==> config.mk <==
export PLATFORM = sky130hd
export DESIGN_NAME = i_cache_sa_flat
export DESIGN_NICKNAME = d
export VERILOG_FILES = /design/src/rtl/i_cache_sa_if.sv /design/src/rtl/i_cache_sa.sv /design/src/flat_wrapper.sv
export SDC_FILE = /design/constraint.sdc
export NUM_CORES = 2
export LEC_CHECK = 0
export CAP_MARGIN = 10
export CORE_MARGIN = 5
export CORE_UTILIZATION = 55
export CTS_CLUSTER_DIAMETER = 100
export CTS_CLUSTER_SIZE = 14
export DETAILED_ROUTE_END_ITERATION = 16
export DONT_BUFFER_PORTS = 1
export PLACE_DENSITY_LB_ADDON = 0.05
export SLEW_MARGIN = 40
export SYNTH_ARGS = -nofsm -noshare
export SYNTH_HDL_FRONTEND = slang
export SYNTH_SLANG_ARGS = --single-unit
==> constraint.sdc <==
create_clock -name CLK -period 8.5 [get_ports CLK]
set_clock_uncertainty 0.15 [all_clocks]
set_input_delay 1.7 -clock CLK [delete_from_list [all_inputs] [get_ports CLK]]
set_output_delay 1.7 -clock CLK [all_outputs]
set_load 0.01 [all_outputs]
==> src/rtl/i_cache_sa_if.sv <==
// i_cache_sa_if: CPU fetch port and instruction-memory block-read port of the
// 2-way instruction cache, plus the performance counters it exports.
// The cache instantiates the slave side; the fetch stage / memory side is master.
interface i_cache_sa_if #(
  parameter int BLOCK_WORDS = 4
);
  localparam int WOFF_BITS = $clog2(BLOCK_WORDS);

  logic [31:0]               ADDR;
  logic                      FLUSH;
  logic [31:0]               INSTRUCTION;
  logic                      BUSYWAIT;
  logic                      MEM_READ;
  logic [29-WOFF_BITS:0]     MEM_ADDR;
  logic                      MEM_BUSYWAIT;
  logic [32*BLOCK_WORDS-1:0] MEM_READDATA;
  logic [31:0]               HIT_COUNT;
  logic [31:0]               MISS_COUNT;

  modport slave (
    input  ADDR, FLUSH, MEM_BUSYWAIT, MEM_READDATA,
    output INSTRUCTION, BUSYWAIT, MEM_READ, MEM_ADDR, HIT_COUNT, MISS_COUNT
  );

  modport master (
    output ADDR, FLUSH, MEM_BUSYWAIT, MEM_READDATA,
    input  INSTRUCTION, BUSYWAIT, MEM_READ, MEM_ADDR, HIT_COUNT, MISS_COUNT
  );
endinterface

==> src/rtl/i_cache_sa.sv <==
// i_cache_sa: parametrised 2-way set-associative instruction cache with one
// LRU bit per set, single-cycle flush (FENCE.I) and saturating hit/miss
// counters. All cache state changes on the falling edge of CLK; RESET is
// asynchronous and active-low. Line data and tags are deliberately not reset,
// the cleared valid bits make them unreachable.
// The interface BLOCK_WORDS parameter must match the one given here.
module i_cache_sa #(
  parameter int NUM_SETS    = 8,
  parameter int BLOCK_WORDS = 4
) (
  input logic         CLK,
  input logic         RESET,
  i_cache_sa_if.slave bus
);
  localparam int INDEX_BITS = $clog2(NUM_SETS);
  localparam int WOFF_BITS  = $clog2(BLOCK_WORDS);
  localparam int TAG_BITS   = 32 - INDEX_BITS - WOFF_BITS - 2;
  localparam int LINE_BITS  = 32 * BLOCK_WORDS;

  typedef enum logic [1:0] {IDLE, MEM_RD, DISCARD, FILL} state_t;
  state_t state, next_state;

  logic [WOFF_BITS-1:0]  woff;
  logic [INDEX_BITS-1:0] set_idx;
  logic [TAG_BITS-1:0]   tag;

  logic [NUM_SETS-1:0]  valid [2];
  logic [NUM_SETS-1:0]  lru;
  logic [TAG_BITS-1:0]  tag_mem [2][NUM_SETS];
  logic [LINE_BITS-1:0] data_mem [2][NUM_SETS];

  logic                 hit0, hit1, hit;
  logic [LINE_BITS-1:0] hit_line;
  logic                 victim;
  logic                 fill_way;
  logic [LINE_BITS-1:0] fill_buf;
  logic                 discard;
  logic [31:0]          hit_count, miss_count;
  logic                 unused_addr_bits;

  assign woff    = bus.ADDR[WOFF_BITS+1:2];
  assign set_idx = bus.ADDR[INDEX_BITS+WOFF_BITS+1:WOFF_BITS+2];
  assign tag     = bus.ADDR[31:INDEX_BITS+WOFF_BITS+2];
  assign unused_addr_bits = ^bus.ADDR[1:0];

  // The two tags in a set are always distinct, so at most one way hits.
  assign hit0     = valid[0][set_idx] && (tag_mem[0][set_idx] == tag);
  assign hit1     = valid[1][set_idx] && (tag_mem[1][set_idx] == tag);
  assign hit      = hit0 | hit1;
  assign hit_line = hit1 ? data_mem[1][set_idx] : data_mem[0][set_idx];

  assign bus.INSTRUCTION = hit ? hit_line[{woff, 5'b0} +: 32] : 32'h0;
  assign bus.MEM_ADDR    = bus.ADDR[31:WOFF_BITS+2];
  assign bus.HIT_COUNT   = hit_count;
  assign bus.MISS_COUNT  = miss_count;

  // Refill victim: an empty way first (way0 preferred), else the LRU way.
  assign victim = !valid[0][set_idx] ? 1'b0 :
                  (!valid[1][set_idx] ? 1'b1 : lru[set_idx]);

  // State register; reset forces IDLE so MEM_READ drops without a clock edge.
  always_ff @(negedge CLK or negedge RESET) begin
    if (!RESET) state <= IDLE;
    else        state <= next_state;
  end

  // Next state; a flush seen at any point of a refill sends it to DISCARD.
  always_comb begin
    next_state = state;
    case (state)
      IDLE:    next_state = hit ? IDLE : MEM_RD;
      MEM_RD: begin
        if (discard || bus.FLUSH)   next_state = DISCARD;
        else if (!bus.MEM_BUSYWAIT) next_state = FILL;
      end
      DISCARD: if (!bus.MEM_BUSYWAIT) next_state = IDLE;
      FILL:    next_state = IDLE;
      default: next_state = IDLE;
    endcase
  end

  // CPU stall and memory request per state; IDLE stalls only on a miss.
  always_comb begin
    bus.BUSYWAIT = 1'b1;
    bus.MEM_READ = 1'b0;
    case (state)
      IDLE:            bus.BUSYWAIT = !hit;
      MEM_RD, DISCARD: bus.MEM_READ = 1'b1;
      default: ;
    endcase
  end

  // Valid/LRU bookkeeping, discard flag and saturating counters; flush wins.
  always_ff @(negedge CLK or negedge RESET) begin
    if (!RESET) begin
      valid[0]   <= '0;
      valid[1]   <= '0;
      lru        <= '0;
      discard    <= 1'b0;
      hit_count  <= 32'h0;
      miss_count <= 32'h0;
    end else begin
      discard <= (state == MEM_RD) && (discard || bus.FLUSH);
      if ((state == IDLE) && hit && !bus.FLUSH && (hit_count != 32'hFFFF_FFFF))
        hit_count <= hit_count + 32'd1;
      if ((state == IDLE) && !hit && (miss_count != 32'hFFFF_FFFF))
        miss_count <= miss_count + 32'd1;
      if (bus.FLUSH) begin
        valid[0] <= '0;
        valid[1] <= '0;
        lru      <= '0;
      end else if ((state == IDLE) && hit) begin
        lru[set_idx] <= hit0;
      end else if (state == FILL) begin
        valid[fill_way][set_idx] <= 1'b1;
        lru[set_idx]             <= ~fill_way;
      end
    end
  end

  // Capture the returned block and victim on entry to FILL, write line in FILL.
  always_ff @(negedge CLK) begin
    if ((state == MEM_RD) && (next_state == FILL)) begin
      fill_buf <= bus.MEM_READDATA;
      fill_way <= victim;
    end
    if (state == FILL) begin
      data_mem[fill_way][set_idx] <= fill_buf;
      tag_mem[fill_way][set_idx]  <= tag;
    end
  end
endmodule

==> src/flat_wrapper.sv <==
// flat-port wrapper written by rule: the top's interface ports become plain ports
module i_cache_sa_flat 
#(
  parameter int NUM_SETS    = 8,
  parameter int BLOCK_WORDS = 4
)
  (CLK, RESET, bus_ADDR, bus_FLUSH, bus_MEM_BUSYWAIT, bus_MEM_READDATA, bus_INSTRUCTION, bus_BUSYWAIT, bus_MEM_READ, bus_MEM_ADDR, bus_HIT_COUNT, bus_MISS_COUNT);
  i_cache_sa_if #(.BLOCK_WORDS(BLOCK_WORDS)) bus_i ();
  input logic CLK;
  input logic RESET;
  input wire logic [$bits(bus_i.ADDR)-1:0] bus_ADDR;
  input wire logic [$bits(bus_i.FLUSH)-1:0] bus_FLUSH;
  input wire logic [$bits(bus_i.MEM_BUSYWAIT)-1:0] bus_MEM_BUSYWAIT;
  input wire logic [$bits(bus_i.MEM_READDATA)-1:0] bus_MEM_READDATA;
  output wire logic [$bits(bus_i.INSTRUCTION)-1:0] bus_INSTRUCTION;
  output wire logic [$bits(bus_i.BUSYWAIT)-1:0] bus_BUSYWAIT;
  output wire logic [$bits(bus_i.MEM_READ)-1:0] bus_MEM_READ;
  output wire logic [$bits(bus_i.MEM_ADDR)-1:0] bus_MEM_ADDR;
  output wire logic [$bits(bus_i.HIT_COUNT)-1:0] bus_HIT_COUNT;
  output wire logic [$bits(bus_i.MISS_COUNT)-1:0] bus_MISS_COUNT;
  assign bus_i.ADDR = bus_ADDR;
  assign bus_i.FLUSH = bus_FLUSH;
  assign bus_i.MEM_BUSYWAIT = bus_MEM_BUSYWAIT;
  assign bus_i.MEM_READDATA = bus_MEM_READDATA;
  assign bus_INSTRUCTION = bus_i.INSTRUCTION;
  assign bus_BUSYWAIT = bus_i.BUSYWAIT;
  assign bus_MEM_READ = bus_i.MEM_READ;
  assign bus_MEM_ADDR = bus_i.MEM_ADDR;
  assign bus_HIT_COUNT = bus_i.HIT_COUNT;
  assign bus_MISS_COUNT = bus_i.MISS_COUNT;
  i_cache_sa #(.NUM_SETS(NUM_SETS), .BLOCK_WORDS(BLOCK_WORDS)) u_core (.CLK(CLK), .RESET(RESET), .bus(bus_i));
endmodule
Yosys cells after proc, flatten, opt, wreduce, memory -nomap -nowiden
Memory sizes are Yosys's and may differ from the RTL's.
Index checks and enable logic that the tools add are counted.
{ "totals": {"output_inout_bits": 126, "ram_bits": 2448, "mem_count": 2, "latch_bits": 0, "elab_cells": 101, "rom_bits": 0, "in_bits": 164, "register_bits": 220} }
{ "classes": {"reduce_logical": 20, "muxes": 47, "n_lt_le_gt_ge": 6, "div_mod_pow": 0, "bitwise": 5, "n_addsub": 2, "n_eq_ne": 9, "n_mul": 0, "shift": 1} }
{ "memory_table": {"columns": ["memory", "depth", "word_bits", "read_ports", "rd_clocked_by_memory_dff", "wr", "line_no", "rtl"], "rows": [
  ["u_core.data_mem", 2, 1024, 2, 0, 1, "i_cache_sa.sv:30", "logic [LINE_BITS-1:0] data_mem [2][NUM_SETS];"],
  ["u_core.tag_mem", 2, 200, 2, 0, 1, "i_cache_sa.sv:29", "logic [TAG_BITS-1:0] tag_mem [2][NUM_SETS];"]
]} }
{ "ops": {"columns": ["operator", "count"], "rows": [
  ["1024-bit two-way mux", 1],
  ["128-bit binary-select mux with 3-bit select", 2],
  ["128-bit two-way mux", 6],
  ["128-bit demux with 3-bit select", 1],
  ["200-bit two-way mux", 1],
  ["25-bit binary-select mux with 3-bit select", 2],
  ["128-bit by 8-bit variable part select with 32-bit output", 1],
  ["25-bit two-way mux", 5],
  ["25-bit demux with 3-bit select", 1],
  ["32-bit by 1-bit adder with 32-bit output (second input constant)", 2],
  ["32-bit != test (second input constant)", 2],
  ["25-bit == test", 2],
  ["16-bit two-way mux", 3],
  ["32-bit two-way mux", 1],
  ["8-bit two-way mux", 4],
  ["8-bit bitwise mux", 2],
  ["16-bit bitwise OR", 1],
  ["1-bit logical AND", 12],
  ["1-bit binary-select mux with 3-bit select", 3],
  ["1-bit two-way mux", 9],
  ["8-bit demux with 1-bit select", 1],
  ["2-bit case mux with 4 select lines", 1],
  ["2-bit == test (second input constant)", 3],
  ["2-bit two-way mux", 3],
  ["20 further kinds", 21]
]} }

Logic depth before layout (Yosys ltp)
{ "logic_depth": {"ltp_word": 11, "mapped_depth": 15, "mapped_depth_nobuf": 9} }

==> flow_metrics.tcl <==
set metrics [dict create \
    syn_area_per_cell_um2 17.7 \
    ys_seq_area_share_pct 80.1 \
    wl_met2_um 148000 \
    worst_pin_slew_ns 1.41 \
    grt_pass1_vias 70200 \
    setup_violations 122 \
    vias 66600 \
    port_buffers 0 \
    netlist_area_mm2 0.0995 \
    violations "negative setup slack" \
    powerDensity_mw_per_mm2 244 \
    rsz0062_at_grt "yes" \
    drive_above_1_share_pct 12.1 \
    hpwl_um 159000 \
    p_leak_nw 50.0 \
    worstSetupEndpointType "output pin" \
    drv_cap 0 \
    path_max_fanout 7 \
    htree_levels 4 \
    antenna_left 0 \
    drtIter0Drc 7772 \
    vias_per_cell 6.10 \
    cp.arrival_ns 8.46 \
    core-area_mm2 0.180 \
    ir_drop_mv 0.205 \
    critPathRequiredTime_ns 6.65 \
    async_reset_ff_share_pct 3.41 \
    slew_viol_final 0 \
    syn-instance-count 5631 \
    syn-num-nets 5801 \
    area_growth_pct 23.2 \
    placed_cells 8050 \
    numCtsBuffers 208 \
    cts_tree "built" \
    synth_cell_types 79 \
    setup_ws_ns -1.81 \
    ioPinCount 290 \
    fin_nets 8680 \
    insertion_delay_ns 0.84 \
    yosysWarnings 0 \
    post-place-ws_ns -1.37 \
    fillCellCount 12800 \
    path_clk_slew_ns 0.05 \
    track_usage_pct 31.7 \
    drc 0 \
    start_util_pct 55.2 \
    fin_cells 10900 \
    cts-root-buf "clkbuf_16" \
    drt_pass1_iterations 6 \
    grt_pass1_wl_um 439000 \
    status "complete, but fails checks" \
    hold_violations 0 \
    relSlewSlack_pct 6.13 \
    crit_type "register to output pin" \
    clkSinkCount 2668 \
    grt_max_degree 326 \
    hold_path.class "register to register" \
    die_x_um 435 \
    core.rowCount 156 \
    die_y_um 435 \
    gp_congestion 0.825 \
    clk_path_buf_depth 3 \
    synth_edf_count 2577 \
    cp-start-kind "register" \
    antenna_found_initial 38 \
    top_layer "met5" \
    drt-total-wl_um 307000 \
    die_area_mm2 0.190 \
    wl_met1_um 119000 \
    routedWlPerCell_um 28.1 \
    grt_overflow 0 \
    synth_ff_type "edfxtp_1" \
    route.met3.wl_um 31800 \
    ys_ff_latch 2668 \
]
-- report_power, final --
| part | internal, mW | switching, mW | total [mW] |
|---|---|---|---|
| combinational | 0.477 | 0.883 | 1.36 |
| sequential | 14.7 | 0.205 | 14.9 |
| clock | 6.12 | 7.51 | 13.6 |
-- stage by stage --
step | setup TNS, ns | utilization (%) | hold slack (ns) | total power, mW | cell area (um^2)
final | -78.42 | 68.0 | 0.297 | 29.9 | 123000
after global routing | -73.60 | 67.9 | 0.324 | 32.0 | 123000
after global placement | -104.80 | 58.7 | 0.282 | 18.1 | 106000
after detailed placement | -108.61 | 58.7 | 0.294 | 18.2 | 106000
after floorplan | -3992.79 | - | 0.268 | 17.6 | 99900
after CTS | -54.17 | 67.4 | 0.294 | 30.2 | 122000
-- cell type report --
| class | instances | area [um^2] | area share [%] |
|---|---|---|---|
| diodes | 20 | 50.0 | 0.0408 |
| clock buffers | 218 | 5330 | 4.35 |
| clock inverters | 2595 | 9940 | 8.11 |
| inverters | 25 | 98.8 | 0.0806 |
| multi-input cells | 2559 | 18900 | 15.4 |
| flip-flops and latches | 2668 | 79700 | 65.0 |
| well taps | 2370 | 2970 | 2.42 |
| repair buffers | 471 | 5660 | 4.62 |
-- worst max-delay path: stages, from the launching register on --
cell,delay [ns]
edfxtp_1,0.36
mux4_2,0.48
mux2i_1,0.16
xor2_1,0.17
nand3_1,0.10
or4_4,0.48
or4_4,0.65
buf_12,0.20
a311oi_2,0.27
a41oi_2,0.13
a21oi_2,0.23
buf_4,0.15
-- Yosys cell counts (8+ instances only) --
cell type / instances / share of area [%]
o41ai_1: 29 / 0.26
buf_2: 53 / 0.27
a22oi_1: 43 / 0.32
buf_1: 52 / 0.20
mux2i_1: 195 / 2.0
a31oi_1: 22 / 0.14
dfrtn_1: 91 / 2.3
xnor2_1: 56 / 0.49
o211ai_1: 33 / 0.25
nand2_1: 116 / 0.44
nor3_1: 65 / 0.33
mux2_2: 121 / 1.4
and3_1: 19 / 0.12
nand2b_1: 10 / 0.063
o311ai_0: 10 / 0.088
nand4_1: 38 / 0.24
o221ai_1: 51 / 0.45
nor4_2: 11 / 0.14
nor4_1: 81 / 0.51
or4_1: 16 / 0.12
a211o_1: 12 / 0.11
nor2_1: 256 / 0.97
buf_6: 8 / 0.091
o22ai_1: 698 / 4.4
a211oi_1: 31 / 0.23
clkbuf_1: 223 / 0.84
a21oi_1: 138 / 0.69
o21ai_0: 185 / 0.93
edfxtp_1: 2577 / 78
mux4_2: 62 / 1.4
o31ai_1: 10 / 0.075
o2111ai_1: 10 / 0.088
nand3_1: 52 / 0.26
xor2_1: 34 / 0.30
o22a_1: 27 / 0.24
inv_1: 23 / 0.087
buf_4: 42 / 0.32
o2bb2ai_1: 9 / 0.079
-- timing repair --
action	in CTS	in global routing
resized for setup	81	94
endpoints found under the setup margin	90	122
cloned	1	10
setup buffers	20	24
pin swaps	12	29
hold buffers	0	0
-- state kept, by name (all words and copies together) (netlist names) --
| name | count |
|---|---|
| u_core.valid | 16 |
| u_core.fill_way | 1 |
| u_core.state | 2 |
| u_core.fill_buf | 128 |
| u_core.data_mem | 2048 |
| u_core.discard | 1 |
| u_core.tag_mem | 400 |
| u_core.bus.MISS_COUNT | 32 |
| u_core.lru | 8 |
| u_core.bus.HIT_COUNT | 32 |
-- placed cells by master, fill, tap and decap left out, types with 17 or more instances in the layout --
cell type / instances
a31oi_1: 21
buf_12: 138
buf_6: 31
nand4_1: 38
a211oi_1: 31
o22a_1: 27
a21oi_2: 19
o22ai_1: 697
nor3_1: 53
and3_1: 17
o41ai_1: 29
mux4_2: 63
inv_1: 2599
nor2_4: 17
clkbuf_16: 221
nor2_1: 232
nand3_1: 49
xor2_1: 34
mux2_2: 121
o211ai_1: 33
nor4_1: 76
mux2i_1: 195
o221ai_1: 51
diode_2: 20
buf_4: 285
edfxtp_1: 2577
a21oi_1: 119
a22oi_1: 42
dfrtn_1: 91
o21ai_0: 167
xnor2_1: 56
nand2_1: 107
-- per-layer routing --
metal | up-vias | global-route usage (%)
li1 | 28700 | -
met1 | 33800 | 41.2
met2 | 3679 | 49.9
met3 | 496 | 10.4
met4 | 6 | 13.0
met5 | - | 0
-- path summary, 6_finish.rpt --
kind | depth (start not counted) | slack, ns | endpoint | start
setup / recovery | 11 | -1.81 | bus_INSTRUCTION[14] | u_core.tag_mem[1][18]$_DFFE_NP_
hold / removal | 2 | 0.30 | u_core.valid[6]$_DFFE_NN0P_ | u_core.valid[6]$_DFFE_NN0P_
setup reg to reg | 15 | 4.72 | u_core.bus.HIT_COUNT[23]$_DFFE_NN0P_ | u_core.tag_mem[1][18]$_DFFE_NP_
hold reg to reg | 2 | 0.30 | u_core.valid[6]$_DFFE_NN0P_ | u_core.valid[6]$_DFFE_NN0P_
max in group asynchronous | 0 | 3.37 | u_core.lru[4]$_DFFE_NN0P_ | RESET
min in group asynchronous | 0 | 4.63 | u_core.bus.HIT_COUNT[17]$_DFFE_NN0P_ | RESET
-- logic make-up after synthesis --
kind of cell,after synthesis,share of synthesized area [%]
multiplexers,381,4.78
AND/OR/NAND/NOR,718,3.65
adder cells (fa/ha/maj),6,0.0755
buffers and inverters,405,1.83
AO/OA/AOI/OAI,1363,8.81
XOR/XNOR,90,0.792
flip-flops,2668,80.1
(Power assumes the default switching activity.)
